==> src/rtl/mix_pkg.sv <==
// rtl/mix_pkg.sv - shared types and constants for the wet/dry mix controller
package mix_pkg;

    typedef enum logic [1:0] {
        IDLE,
        MUL_DRY,
        MUL_WET,
        ROUND
    } mix_state_e;

    // Unity coefficient (alpha = 1.0) for a given number of fraction bits.
    function automatic int unsigned coef_one(input int unsigned coef_w);
        return 32'd1 << coef_w;
    endfunction

    // Half an LSB of the output, added before the final arithmetic shift.
    function automatic int unsigned round_const(input int unsigned coef_w);
        return 32'd1 << (coef_w - 1);
    endfunction

endpackage

==> src/rtl/mix_coef_ramp.sv <==
// rtl/mix_coef_ramp.sv - mix coefficient target register and zipper-free ramp
module mix_coef_ramp
    import mix_pkg::*;
#(
    parameter int COEF_W    = 8,
    parameter int RAMP_STEP = 1,
    parameter int MIX_INIT  = 128
) (
    input  logic              clk_i,
    input  logic              rst_i,
    input  logic [COEF_W:0]   target_i,
    input  logic              target_valid_i,
    input  logic              step_en_i,
    output logic [COEF_W:0]   current_o,
    output logic              busy_o
);

    localparam logic [COEF_W:0] ONE  = (COEF_W + 1)'(coef_one(COEF_W));
    localparam logic [COEF_W:0] STEP = (COEF_W + 1)'(RAMP_STEP);
    localparam logic [COEF_W:0] INIT = (COEF_W + 1)'(MIX_INIT);

    logic [COEF_W:0] target_q, target_d;
    logic [COEF_W:0] current_q, current_d;
    logic [COEF_W:0] diff, delta;
    logic            busy_q;

    always_comb begin
        target_d = target_q;
        if (target_valid_i) begin
            target_d = (target_i > ONE) ? ONE : target_i;
        end
        diff  = (target_q >= current_q) ? (target_q - current_q) : (current_q - target_q);
        delta = (diff > STEP) ? STEP : diff;
        // The step uses the pre-load target, so a load on a step edge lands next step.
        current_d = current_q;
        if (step_en_i) begin
            current_d = (target_q >= current_q) ? (current_q + delta) : (current_q - delta);
        end
    end

    always_ff @(posedge clk_i or posedge rst_i) begin
        if (rst_i) begin
            target_q  <= INIT;
            current_q <= INIT;
            busy_q    <= 1'b0;
        end else begin
            target_q  <= target_d;
            current_q <= current_d;
            busy_q    <= (current_d != target_d);
        end
    end

    assign current_o = current_q;
    assign busy_o    = busy_q;

endmodule

==> src/rtl/mix_ctrl.sv <==
// rtl/mix_ctrl.sv - wet/dry mix sequencer, shared MAC; MIX_OVERRUN_CNT_EN adds overrunCnt_o
module mix_ctrl
    import mix_pkg::*;
#(
    parameter int WIDTH     = 16,
    parameter int COEF_W    = 8,
    parameter int RAMP_STEP = 1,
    parameter int MIX_INIT  = 128
) (
    input  logic                    clk_i,
    input  logic                    rst_i,
    input  logic signed [WIDTH-1:0] pktDry_i,
    input  logic                    pktDryChanged_i,
    input  logic signed [WIDTH-1:0] pktWet_i,
    input  logic                    pktWetChanged_i,
    input  logic [COEF_W:0]         mixTarget_i,
    input  logic                    mixTargetValid_i,
    output logic signed [WIDTH-1:0] pktMixed_o,
    output logic                    pktMixedChanged_o,
    output logic [COEF_W:0]         mixCurrent_o,
    output logic                    rampBusy_o,
    output logic                    overrun_o
`ifdef MIX_OVERRUN_CNT_EN
    ,
    output logic [15:0]             overrunCnt_o
`endif
);

    localparam int AW = WIDTH + COEF_W + 1;
    localparam logic [COEF_W:0]     ONE = (COEF_W + 1)'(coef_one(COEF_W));
    localparam logic signed [AW-1:0] RND = AW'(round_const(COEF_W));

    mix_state_e              state_q;
    logic signed [WIDTH-1:0] dry_hold_q, dry_hold_d, wet_hold_q, wet_hold_d;
    logic                    dry_flag_q, dry_flag_d, wet_flag_q, wet_flag_d;
    logic signed [WIDTH-1:0] dry_w_q, wet_w_q;
    logic [COEF_W:0]         alpha_w_q;
    logic signed [AW-1:0]    acc_q;
    logic signed [WIDTH-1:0] mixed_q;
    logic                    mixed_chg_q;
    logic                    overrun_q, overrun_d;
    logic                    consume;
    logic signed [AW-1:0]    mul_a, mul_b, prod;

    assign consume = (state_q == IDLE) && dry_flag_q && wet_flag_q;

    // A strobe on the consume edge re-arms its flag and is not an overrun.
    always_comb begin
        dry_hold_d = pktDryChanged_i ? pktDry_i : dry_hold_q;
        wet_hold_d = pktWetChanged_i ? pktWet_i : wet_hold_q;
        dry_flag_d = (dry_flag_q && !consume) || pktDryChanged_i;
        wet_flag_d = (wet_flag_q && !consume) || pktWetChanged_i;
        overrun_d  = (pktDryChanged_i && dry_flag_q && !consume)
                  || (pktWetChanged_i && wet_flag_q && !consume);
    end

    // One multiplier serves both products; the coefficient is always non-negative.
    always_comb begin
        mul_a = AW'((state_q == MUL_WET) ? wet_w_q : dry_w_q);
        mul_b = AW'({1'b0, (state_q == MUL_WET) ? alpha_w_q : (ONE - alpha_w_q)});
        prod  = mul_a * mul_b;
    end

    always_ff @(posedge clk_i or posedge rst_i) begin
        if (rst_i) begin
            state_q     <= IDLE;
            dry_hold_q  <= '0;
            wet_hold_q  <= '0;
            dry_flag_q  <= 1'b0;
            wet_flag_q  <= 1'b0;
            dry_w_q     <= '0;
            wet_w_q     <= '0;
            alpha_w_q   <= '0;
            acc_q       <= '0;
            mixed_q     <= '0;
            mixed_chg_q <= 1'b0;
            overrun_q   <= 1'b0;
        end else begin
            dry_hold_q  <= dry_hold_d;
            wet_hold_q  <= wet_hold_d;
            dry_flag_q  <= dry_flag_d;
            wet_flag_q  <= wet_flag_d;
            overrun_q   <= overrun_d;
            mixed_chg_q <= 1'b0;
            case (state_q)
                IDLE: begin
                    if (consume) begin
                        dry_w_q   <= dry_hold_q;
                        wet_w_q   <= wet_hold_q;
                        alpha_w_q <= mixCurrent_o;
                        state_q   <= MUL_DRY;
                    end
                end
                MUL_DRY: begin
                    acc_q   <= prod;
                    state_q <= MUL_WET;
                end
                MUL_WET: begin
                    acc_q   <= acc_q + prod;
                    state_q <= ROUND;
                end
                ROUND: begin
                    mixed_q     <= WIDTH'((acc_q + RND) >>> COEF_W);
                    mixed_chg_q <= 1'b1;
                    state_q     <= IDLE;
                end
                default: state_q <= IDLE;
            endcase
        end
    end

    mix_coef_ramp #(
        .COEF_W    (COEF_W),
        .RAMP_STEP (RAMP_STEP),
        .MIX_INIT  (MIX_INIT)
    ) u_ramp (
        .clk_i          (clk_i),
        .rst_i          (rst_i),
        .target_i       (mixTarget_i),
        .target_valid_i (mixTargetValid_i),
        .step_en_i      (state_q == ROUND),
        .current_o      (mixCurrent_o),
        .busy_o         (rampBusy_o)
    );

    assign pktMixed_o        = mixed_q;
    assign pktMixedChanged_o = mixed_chg_q;
    assign overrun_o         = overrun_q;

`ifdef MIX_OVERRUN_CNT_EN
    logic [15:0] ovr_cnt_q;

    always_ff @(posedge clk_i or posedge rst_i) begin
        if (rst_i) begin
            ovr_cnt_q <= '0;
        end else if (overrun_d && (ovr_cnt_q != 16'hFFFF)) begin
            ovr_cnt_q <= ovr_cnt_q + 16'd1;
        end
    end

    assign overrunCnt_o = ovr_cnt_q;
`endif

endmodule

==> config.mk <==
export PLATFORM = sky130hd
export DESIGN_NAME = mix_ctrl
export DESIGN_NICKNAME = d
export VERILOG_FILES = /design/src/rtl/mix_pkg.sv /design/src/rtl/mix_coef_ramp.sv /design/src/rtl/mix_ctrl.sv
export SDC_FILE = /design/constraint.sdc
export NUM_CORES = 1
export LEC_CHECK = 0
export CAP_MARGIN = 20
export CORE_UTILIZATION = 55
export DETAILED_ROUTE_END_ITERATION = 6
export HOLD_SLACK_MARGIN = 0.12
export PLACE_DENSITY = 0.82
export SLEW_MARGIN = 30
export SYNTH_ARGS = -nofsm -noshare
export SYNTH_HDL_FRONTEND = slang
export SYNTH_HIERARCHICAL = 1
export SYNTH_SLANG_ARGS = --single-unit
==> constraint.sdc <==
create_clock -name clk_i -period 7.4 [get_ports clk_i]
set_clock_uncertainty 0.05 [all_clocks]
set_input_delay 1.48 -clock clk_i [delete_from_list [all_inputs] [get_ports clk_i]]
set_output_delay 1.48 -clock clk_i [all_outputs]
set_load 0.01 [all_outputs]
==> Yosys cells after proc, flatten, opt, wreduce, memory -nomap -nowiden <==
Index checks and enable logic that the tools add are counted.
{ "classes": {"addsub": 7, "multipliers": 1, "n_lt_le_gt_ge": 3, "n_eq_ne": 5, "mux": 12, "n_reduce_logical": 15} }
{ "op_table": {"columns": ["op", "count"], "rows": [
  ["2-to-1 mux 9 bit", 7],
  ["case mux 25 bit (2 select lines)", 1],
  ["subtractor 9 bit", 3],
  ["adder 25 bit", 1],
  ["multiplier 25 x 10 -> 25 bit", 1],
  ["2-to-1 mux 25 bit", 1],
  ["adder 24 x 9 -> 24 bit (second input constant)", 1],
  ["adder 9 bit", 1],
  [">= comparator 9 bit", 1],
  ["> comparator 9 x 1 -> 1 bit (second input constant)", 1],
  ["> comparator 9 bit (second input constant)", 1],
  ["inequality test 9 bit", 1],
  ["subtractor 9 bit (first input constant)", 1],
  ["logical AND 1 bit", 8],
  ["case mux 2 bit (4 select lines)", 1],
  ["equality test 2 bit (second input constant)", 2],
  ["logical OR 1 bit", 3],
  ["equality test 2 x 1 -> 1 bit (second input constant)", 1],
  ["zero test 2 bit", 1],
  ["2-to-1 mux 2 bit", 1],
  ["inequality test 2 bit (second input constant)", 1],
  ["AND reduction 2 bit", 1],
  ["nonzero test 2 bit", 1],
  ["zero test 1 bit", 1],
  ["2-to-1 mux 1 bit", 1]
]} }
{ "word_totals": {"regBits": 139, "inputBits": 46, "output_inout_bits": 28} }

==> Depth between registers and ports, before layout <==
Gate-level depths: netlist of run 1.
{ "logic_depth": {"word_depth": 8, "mapped_depth": 36} }

==> Cells and area by module <==
The synthesis of run 1 kept the hierarchy.
{ "by_module_without_submodules": {"columns": ["module", "n_inst", "cells_per_inst", "area_per_inst_um2", "seq_area_each_um2"], "rows": [
  ["mix_ctrl", 1, 1149, 11229.5, 2977.9],
  ["mix_coef_ramp", 1, 251, 2144.6, 478.0]
]} }

==> Least setup slack after synthesis of run 1 <==
Ideal clock, no wire load.
{ "synth_path": {"path_kind": "register to register", "startpoint": "reg state_q[0]", "endpoint": "reg acc_q[22]", "arrival_time_ps": 8012, "required_time_ps": 7268, "setup_slack_ps": -744, "stages_incl_launch_ff": 32, "path_buffers": 3, "synth_period_minus_slack_ps": 8144, "cell_sequence": "dfrtp_1 -> inv_1 -> ha_1 -> clkbuf_1 -> clkbuf_1 -> buf_1 -> mux2i_1 -> nor2_1 -> fa_1 -> fa_1 -> fa_1 -> fa_1 -> inv_1 -> fa_1 -> inv_1 -> ha_1 -> a21o_1 -> a221o_1 -> a31o_1 -> a21oi_1 -> o21bai_1 -> a21oi_1 -> xnor2_1 -> ha_1 -> or4_1 -> o22a_1 -> o31a_1 -> a211o_1 -> a21o_1 -> xor2_1 -> nand2_1 -> a31oi_1"} }
{ "synth_via": {"elab_chain_len": 5} }
{ "synth_lines": {"columns": ["element", "line_no", "text"], "rows": [
  ["from (decl)", "mix_ctrl.sv:33", "mix_state_e state_q;"],
  ["from (signal assigned)", "mix_ctrl.sv:66", "state_q <= IDLE;"],
  ["from (signal assigned)", "mix_ctrl.sv:91", "state_q <= MUL_DRY;"],
  ["from (signal assigned)", "mix_ctrl.sv:96", "state_q <= MUL_WET;"],
  ["equality test 2 bit", "mix_ctrl.sv:59, mix_ctrl.sv:60, mix_ctrl.sv:85", null],
  ["2-to-1 mux 25 bit / 2-to-1 mux 9 bit (equally long branches)", "mix_ctrl.sv:59, mix_ctrl.sv:60", null],
  ["multiplier 25 x 10 -> 25 bit", "mix_ctrl.sv:61", "prod = mul_a * mul_b;"],
  ["adder 25 bit", "mix_ctrl.sv:99", "acc_q <= acc_q + prod;"],
  ["case mux 25 bit (2 select lines)", "mix_ctrl.sv:85", "case (state_q)"],
  ["to (signal assigned)", "mix_ctrl.sv:95", "acc_q <= prod;"],
  ["to (signal assigned)", "mix_ctrl.sv:99", null],
  ["to (decl)", "mix_ctrl.sv:38", "logic signed [AW-1:0] acc_q;"]
]} }
Several ways; a longest one is shown, not always the timed one.
A chain may end at the register's enable or synchronous reset.

==> Worst setup path after layout of run 1 <==
{ "layout_path": {"startpoint": "reg state_q[0]", "endpoint": "reg acc_q[23]"} }
Same word-level chain as after synthesis.

==> results of run 1 <==
[cell usage after synthesis, types with 4 or more instances]
library cell | count | area, sq um
nand2b_1 | 10 | 62.6
a211oi_1 | 9 | 67.6
mux2i_1 | 41 | 410
nor2b_1 | 9 | 56.3
a211o_1 | 4 | 35.0
nand3b_1 | 11 | 82.6
xor2_1 | 26 | 228
nor2_1 | 148 | 556
clkbuf_1 | 33 | 124
a31oi_1 | 5 | 31.3
inv_1 | 187 | 702
nand3_1 | 22 | 110
o31a_1 | 6 | 52.6
a21o_1 | 21 | 158
o21ai_0 | 35 | 175
ha_1 | 107 | 1340
mux2_2 | 89 | 1000
o21a_1 | 13 | 97.6
fa_1 | 119 | 2380
o31ai_1 | 4 | 30.0
a21oi_1 | 81 | 405
dfrtp_1 | 136 | 3400
buf_1 | 5 | 18.8
xnor2_1 | 59 | 517
nor3_1 | 21 | 105
and3_1 | 8 | 50.1
or2_2 | 6 | 37.5
nand2_1 | 96 | 360
o211ai_1 | 8 | 60.1
o21bai_1 | 5 | 37.5
nand4_1 | 8 | 50.1
o21ai_1 | 4 | 20.0
[cell families after synthesis]
family / Yosys count / share of synthesized area
AOI/OAI and AO/OA: 225 / 0.109
buffers and inverters: 230 / 0.0657
and+or+nand+nor: 364 / 0.126
muxes: 130 / 0.106
other: 1 / 0.000280
adders and majority gates: 226 / 0.278
DFF: 138 / 0.258
xor gates and xnor gates: 86 / 0.0573
[through the flow]
| step | utilization | std cells |
|---|---|---|
| 6_report | 0.720 | 1971 |
| 2_1_floorplan | - | 1400 |
| 3_5_place_dp | 0.649 | 1861 |
| 5_1_grt | 0.720 | 1971 |
| 4_1_cts | 0.708 | 1959 |
| 3_3_place_gp | 0.649 | 1861 |
[layout make-up]
class / instances / area (sq um)
Multi-Input combinational cell: 1032 / 9550
Fill cell: 1571 / 6630
Sequential cell: 138 / 3460
Timing Repair Buffer: 263 / 2340
Inverter: 187 / 707
Clock buffer: 17 / 425
Tap cell: 319 / 399
Clock inverter: 15 / 181
[registers in the layout (all words and copies together), names as in the netlist]
signal             cells
alpha_w_q              9
acc_q                 24
wet_w_q               16
wet_flag_q             1
overrun_o              1
u_ramp/busy_o          1
wet_hold_q            16
pktMixedChanged_o      1
u_ramp/current_o       9
pktMixed_o            16
u_ramp/target_q        9
dry_hold_q            16
state_q                2
dry_flag_q             1
dry_w_q               16
[worst paths after layout]
path                            start           end  slack (ns)
setup reg to reg           state_q[0]     acc_q[23]       -0.54
setup / recovery           state_q[0]     acc_q[23]       -0.54
min in group asynchronous       rst_i  alpha_w_q[8]        1.48
hold / removal               acc_q[2]      acc_q[2]        0.44
max in group asynchronous       rst_i    wet_w_q[2]        4.76
hold reg to reg              acc_q[2]      acc_q[2]        0.44
[metal layers]
layer,vias to the layer above,part of all wire,track usage
met5,-,0,0
met4,0,0.073,0.182
met3,295,0.090,0.0690
met2,762,0.47,0.570
met1,5815,0.37,0.402
li1,5153,-,-
[timing repair]
action | CTS | global route
setup buffers | 67 | 12
endpoints found under the hold margin | 0 | 0
gates resized for setup | 61 | 41
pin swaps | 62 | 32
hold buffers | 0 | 0
endpoints found under the setup margin | 8 | 11
==> flow_summary_export.csv, run 1 <==
group,metric,value,unit
status,outcome,"finished with violations",
status,violations,"DRC, setup timing",
yosys,avgSynthCellArea,9.55,sq um
placed_design,dp_slack,-0.297,ns
routing,drtAntennaViolNets,0,
sta,slew_headroom,0.389,
setup_path,worst-path-max-fanout,5,
yosys,synth_edf_count,0,
sta,final-setup-viol-count,8,
placed_design,place_congestion,0.896,
die,fp.dieH,158,microns
sta,min_period,7.94,ns
clock_tree,cts_sinks,138,
layout,final_common_cell,"inv_1",
layout,syn_to_final_growth,27.5,%
yosys,seq_area_frac_synth,0.258,
sta,worst_slew_pin_slew,0.914,ns
layout,drive_gt1_frac,0.254,
setup_path,critPathMaxStageDelay,0.38,ns
clock_tree,cts_buffers,17,
yosys,syn_nets,1672,
clock_tree,clock_latency,0.44,ns
grt,grt_pass1_wl,63.5,mm
grt,grt_pass1_vias,12200,
setup_path,worstSetupPathType,"flop to flop",
placed_design,io_buffers,73,
clock_tree,htreeDepth,4,
sta,hold_viol,0,
worst_hold_path,hp-class,"flop to flop",
routing,dr.pass1.iters,7,
setup_path,critPathSlowestCell,"dfrtp_1",
clock_tree,cts_tree,"yes",
grt,grt_max_degree,70,
yosys,ys.flop_type,"dfrtp_1",
die,coreArea,0.0237,sq mm
layout,final_cell_mix,"inv_1 (177), buf_4 (167), nor2_1 (138)",
die,dieArea,0.0249,sq mm
setup_path,arrival,8.21,ns
setup_path,crit_buf_inv,45,
grt,grtUsageTotal,0.337,
yosys,syn_area,0.0134,sq mm
worst_hold_path,min_path_cells,1,
routing,wl_per_cell,21.2,microns
sta,timing.final.crit_share,1.07,
yosys,ys_async_sr_fraction,1.00,
sta,fmax,0.126,GHz
die,rows,56,
sta,rsz0062_at_grt,"true",
layout,antenna_cells,0,
sta,setup_tns,-1.69,ns
routing,viasPerCell,6.10,
setup_path,critical-path-top-delay-family,"buffers and inverters",
sta,fin_ws,-0.541,ns
clock_tree,clockBufferDepth,2,
placed_design,dpl_cell_area,0.0154,sq mm
die,initial_utilization,0.565,
grt,grt_antenna_before_repair,1,
layout,nNetsFinal,1911,
flow_run,maxCapViolations,0,
die,die_w,158,microns
layout,design_area,0.0171,sq mm
sta,fin_hold_ws,0.436,ns
routing,num_vias,12000,
setup_path,required,7.67,ns
yosys,ys_types,74,
setup_path,ff2ff_path_depth,55,
clock_tree,clkTransAtPathRegs,0.07,ns
yosys,ys_ff_latch,138,
routing,route.detailed.drc,10,
setup_path,path_depth,55,
die,boundaryPins,74,
routing,drtIter0Drc,1206,
routing,wirelength,41.8,mm
setup_path,startpoint_type,"flop",
clock_tree,cts_root_buffer,"clkbuf_16",
yosys,syn_inst,1400,
grt,grt_overflow,0,
yosys,ys_warn_count,6,
setup_path,endpoint_kind,"flop",
setup_path,path_common_cell,"buf_4",
sta,report.final.slew_viol_count,0,
placed_design,dpl.hpwl,25.3,mm
Power of run 1 is left out: the tool's default activity adds up to more than one toggle a clock period on the data nets, which glitch-free logic cannot reach.
==> run 2, diff against run 1 <==
- PLACE_DENSITY: 0.82 -> 0.79
- TNS_END_PERCENT: default -> 10
- clock period: 7.4 -> 8.5 ns (I/O delays scaled with it)
==> run 2 against run 1 <==
The run now ends clean. Sequential share of layout area increased by 2.5 points. First-iteration DRC count down 39%. Fmax shrank 2.0%. Global-route usage down 7.5 points. Largest cell class unchanged.
==> flow_summary_export.csv, run 2 (synthesis results as in run 1) <==
group,metric,value,unit
clock_tree,cts_setup_buffers,0,
layout,syn_to_final_growth,13.5,%
setup_path,required,8.81,ns
setup_path,arrival,8.41,ns
grt,grt_antenna_before_repair,0,
grt,grt_pass1_wl,51.1,mm
grt,grtUsageTotal,0.262,
clock_tree,clockBufferDepth,2,
routing,drtAntennaViolNets,0,
worst_hold_path,min_path_cells,1,
clock_tree,cts_root_buffer,"clkbuf_16",
layout,drive_gt1_frac,0.113,
layout,top_register,"acc_q",
die,fp.dieH,158,microns
setup_path,critPathSlowestCell,"mux2i_1",
die,initial_utilization,0.565,
layout,final_common_cell,"inv_1",
flow_run,maxCapViolations,0,
die,die_w,158,microns
sta,min_period,8.11,ns
setup_path,critPathMaxStageDelay,0.57,ns
worst_hold_path,hold_end,"acc_q[2]",
clock_tree,cts_buffers,17,
setup_path,startpoint_type,"flop",
sta,hold_viol,0,
layout,nNetsFinal,1740,
routing,dr.pass1.iters,7,
placed_design,dpl.hpwl,23.0,mm
sta,timing.final.crit_share,0.954,
die,rows,56,
clock_tree,cts_sinks,138,
placed_design,io_buffers,73,
worst_hold_path,hp-class,"flop to flop",
status,outcome,"finished, final reports clean",
routing,viasPerCell,5.69,
setup_path,ff2ff_path_depth,30,
routing,wirelength,30.5,mm
sta,worst_slew_pin_slew,0.857,ns
sta,fmax,0.123,GHz
placed_design,dpl_cell_area,0.0145,sq mm
die,dieArea,0.0249,sq mm
setup_path,endpoint_kind,"flop",
routing,route.detailed.drc,0,
layout,antenna_cells,0,
routing,num_vias,10200,
setup_path,r2r-end,"acc_q[22]",
sta,final-setup-viol-count,0,
routing,drtIter0Drc,731,
setup_path,worstSetupPathType,"flop to flop",
placed_design,place_congestion,0.917,
setup_path,rr_startpoint,"state_q[0]",
clock_tree,cts_tree,"yes",
sta,report.final.slew_viol_count,0,
grt,grt_overflow,0,
grt,grt_pass1_vias,10400,
grt,grt_max_degree,73,
layout,design_area,0.0152,sq mm
routing,wl_per_cell,16.9,microns
setup_path,worst-path-max-fanout,36,
clock_tree,ctsHoldBuffers,0,
clock_tree,htreeDepth,4,
clock_tree,clock_latency,0.44,ns
clock_tree,clkTransAtPathRegs,0.07,ns
layout,final_cell_mix,"inv_1 (185), nor2_1 (148), dfrtp_1 (135)",
layout,largest_reg_flops,24,
setup_path,ff2ff_setup_slack,0.39,ns
sta,slew_headroom,0.427,
die,coreArea,0.0237,sq mm
die,boundaryPins,74,
worst_hold_path,min-delay-start,"acc_q[2]",
run 2: changes by cell type in the layout (fill, tap and decap cells not counted), moves of 9 or more:
cell,previous run,this run
a21oi_1,70,80
buf_4,167,17
ha_1,94,106
a21oi_2,10,1
buf_6,12,0
nor2_1,138,148
run 2: layout make-up:
class / count / area [sq um]
repair buffers: 92 / 911
inverters: 187 / 704
clock inverters: 14 / 185
fillers: 1933 / 8510
well taps: 319 / 399
flip-flops and latches: 138 / 3460
multi-input cells: 1032 / 9090
clock buffers: 18 / 429
run 2: worst max path at each step:
| stage | start | endpoint | slack, ns | cells after the start |
|---|---|---|---|---|
| after global placement | alpha_w_q[0] | acc_q[22] | 0.37 | 29 |
| final | state_q[0] | acc_q[22] | 0.39 | 30 |
| after CTS | alpha_w_q[0] | acc_q[22] | 0.008 | 29 |
| after floorplan | state_q[0] | acc_q[22] | 0.36 | 31 |
| after detailed placement | alpha_w_q[0] | acc_q[22] | 0.17 | 29 |
| after global routing | state_q[0] | acc_q[22] | -0.01 | 34 |
run 2: per-stage QoR:
step | TNS, ns | utilization | setup slack [ns] | hold WS (ns) | std cells
4_1_cts | 0 | 0.638 | 0.00796 | 0.449 | 1799
3_5_place_dp | 0 | 0.612 | 0.168 | 0.434 | 1767
2_1_floorplan | 0 | - | 0.356 | 0.410 | 1400
3_3_place_gp | 0 | 0.612 | 0.374 | 0.423 | 1767
6_report | 0 | 0.641 | 0.394 | 0.444 | 1800
5_1_grt | -0.0106 | 0.641 | -0.0106 | 0.463 | 1800
run 2: repair_timing:
item | CTS | global route
hold endpoints to repair | 0 | 0
endpoints found under the setup margin | 0 | 3
gates resized for setup | 0 | 6
run 2: worst max-delay path, delay by kind of cell (launching register included):
family                   cells  cell delay [ns]
AO/OA/AOI/OAI                8             1.68
XOR/XNOR                     2             0.25
buffers and inverters        6             0.57
flip-flops                   1             0.38
AND/OR/NAND/NOR              5             1.28
multiplexers                 1             0.57
adder cells (fa/ha/maj)      8             3.21
run 2: layer usage:
metal | wire (microns) | GRT usage
met1 | 13600 | 0.362
met2 | 14200 | 0.417
met3 | 2060 | 0.0454
met4 | 679 | 0.0884
met5 | 0 | 0
Power of run 2 is left out for the same reason.
==> run 3, diff against run 2 <==
- CTS_CLUSTER_SIZE: default -> 16
- SKIP_LAST_GASP: default -> 1
- clock period: 8.5 -> 8.4 ns (I/O delays scaled with it)
==> run 3 against run 2 <==
Routed wire length is 3.0% higher. Setup slack got worse by 0.060 ns. Global-route usage is 0.76 points higher. Critical path depth increased by 1. Cell area rose by 0.12%. Flip-flop and latch count stayed put. First-iteration DRC count fell by 14%. Worst hold slack worse by 0.0023 ns. Final cell count is essentially flat. Utilization rose by 0.079 points. Via count rose by 1.3%. Die area is the same.
==> flow_summary_export.csv, run 3 (synthesis results as in run 1) <==
group,metric,value,unit
setup_path,crit_buf_inv,6,
sta,final-setup-viol-count,0,
die,rows,56,
sta,slew_headroom,0.449,
placed_design,dp.cells,1768,
grt,grtUsageTotal,0.269,
routing,viasPerCell,5.76,
die,initial_utilization,0.565,
layout,nNetsFinal,1741,
setup_path,critPathMaxStageDelay,0.57,ns
routing,wirelength,31.4,mm
setup_path,startpoint_type,"flop",
layout,drive_gt1_frac,0.117,
layout,stdcell_count,1801,
layout,antenna_cells,0,
setup_path,worstSetupPathType,"flop to flop",
clock_tree,cts_tree,"yes",
routing,top_layer,"met4",
layout,top_register,"acc_q",
status,outcome,"finished, final reports clean",
setup_path,endpoint_kind,"flop",
clock_tree,cts_setup_buffers,0,
die,boundaryPins,74,
clock_tree,cts_root_buffer,"clkbuf_16",
die,coreArea,0.0237,sq mm
routing,num_vias,10400,
sta,rsz0062_at_grt,"true",
die,dieArea,0.0249,sq mm
clock_tree,cts_buffers,17,
clock_tree,clock_latency,0.44,ns
sta,timing.final.crit_share,0.960,
setup_path,worst-path-max-fanout,36,
layout,final_cell_mix,"inv_1 (185), nor2_1 (148), dfrtp_1 (135)",
clock_tree,clockBufferDepth,2,
layout,syn_to_final_growth,13.6,%
grt,grt_pass1_vias,10500,
grt,grt_max_degree,73,
die,fp.dieH,158,microns
placed_design,dpl.hpwl,23.8,mm
routing,dr.pass1.iters,6,
routing,wl_per_cell,17.4,microns
layout,final_common_cell,"inv_1",
grt,grt_antenna_before_repair,0,
sta,hold_viol,0,
clock_tree,clkTransAtPathRegs,0.07,ns
routing,route.detailed.drc,0,
routing,met3_length,1.86,mm
sta,report.final.slew_viol_count,0,
sta,fmax,0.124,GHz
die,die_w,158,microns
setup_path,critical-path-top-delay-family,"adder cells",
setup_path,critPathSlowestCell,"fa_1",
layout,largest_reg_flops,24,
worst_hold_path,hp-class,"flop to flop",
clock_tree,htreeDepth,4,
grt,grt_pass1_wl,52.2,mm
flow_run,maxCapViolations,0,
grt,grt_overflow,0,
routing,drtAntennaViolNets,0,
setup_path,required,8.66,ns
sta,min_period,8.07,ns
placed_design,place_congestion,0.953,
routing,drtIter0Drc,632,
placed_design,io_buffers,73,
clock_tree,cts_sinks,138,
routing,met2_wirelength,15.0,mm
setup_path,arrival,8.33,ns
routing,wl_met1,13.8,mm
sta,worst_slew_pin_slew,0.824,ns
clock_tree,ctsHoldBuffers,0,
layout,fin_util,0.642,
-- run 3: changes by cell type in the layout (fill, tap and decap cells not counted), sizes merged --
cell / change
buf: +1
bufinv: -3
clkbuf: -1
clkinv: +4
clkinvlp: -1
inv: +1
-- run 3: timing repair --
action                                  4_1_cts  5_1_grt
endpoints found under the hold margin         0        0
gates resized for setup                       0       11
endpoints found under the setup margin        0        7
-- run 3: area by class of cell --
cell class / count / area, sq um
tap: 319 / 399
timing repair buffer: 93 / 935
multi-input combinational: 1032 / 9100
sequential: 138 / 3460
clock buffer: 17 / 425
fill: 1896 / 8490
clock inverter: 15 / 178
inverter: 187 / 704
-- run 3: per-stage QoR --
stage,TNS (ns),instance area (sq um),setup slack [ns],hold WS [ns]
after floorplan,0,13400,0.256,0.410
after global placement,0,14500,0.388,0.423
after detailed placement,0,14500,0.181,0.431
after CTS,0,15100,0.143,0.447
after global routing,-0.246,15200,-0.113,0.467
final,0,15200,0.334,0.442
-- run 3: path summary, 6_finish.rpt --
check | start | end | slack (ns) | cells past startpoint
worst max-delay path | state_q[0] | acc_q[23] | 0.33 | 31
worst min-delay path | acc_q[2] | acc_q[2] | 0.44 | 1
worst max register to register | state_q[0] | acc_q[23] | 0.33 | 31
worst min register to register | acc_q[2] | acc_q[2] | 0.44 | 1
max in group asynchronous | rst_i | dry_w_q[7] | 5.36 | 3
min in group asynchronous | rst_i | alpha_w_q[8] | 1.65 | 2
-- run 3: metal layers --
| layer | up-vias | global-route usage |
|---|---|---|
| met5 | - | 0 |
| met4 | 0 | 0.0948 |
| met3 | 60 | 0.0378 |
| met2 | 359 | 0.446 |
| met1 | 5128 | 0.362 |
| li1 | 4826 | - |
Power of run 3 is left out for the same reason.
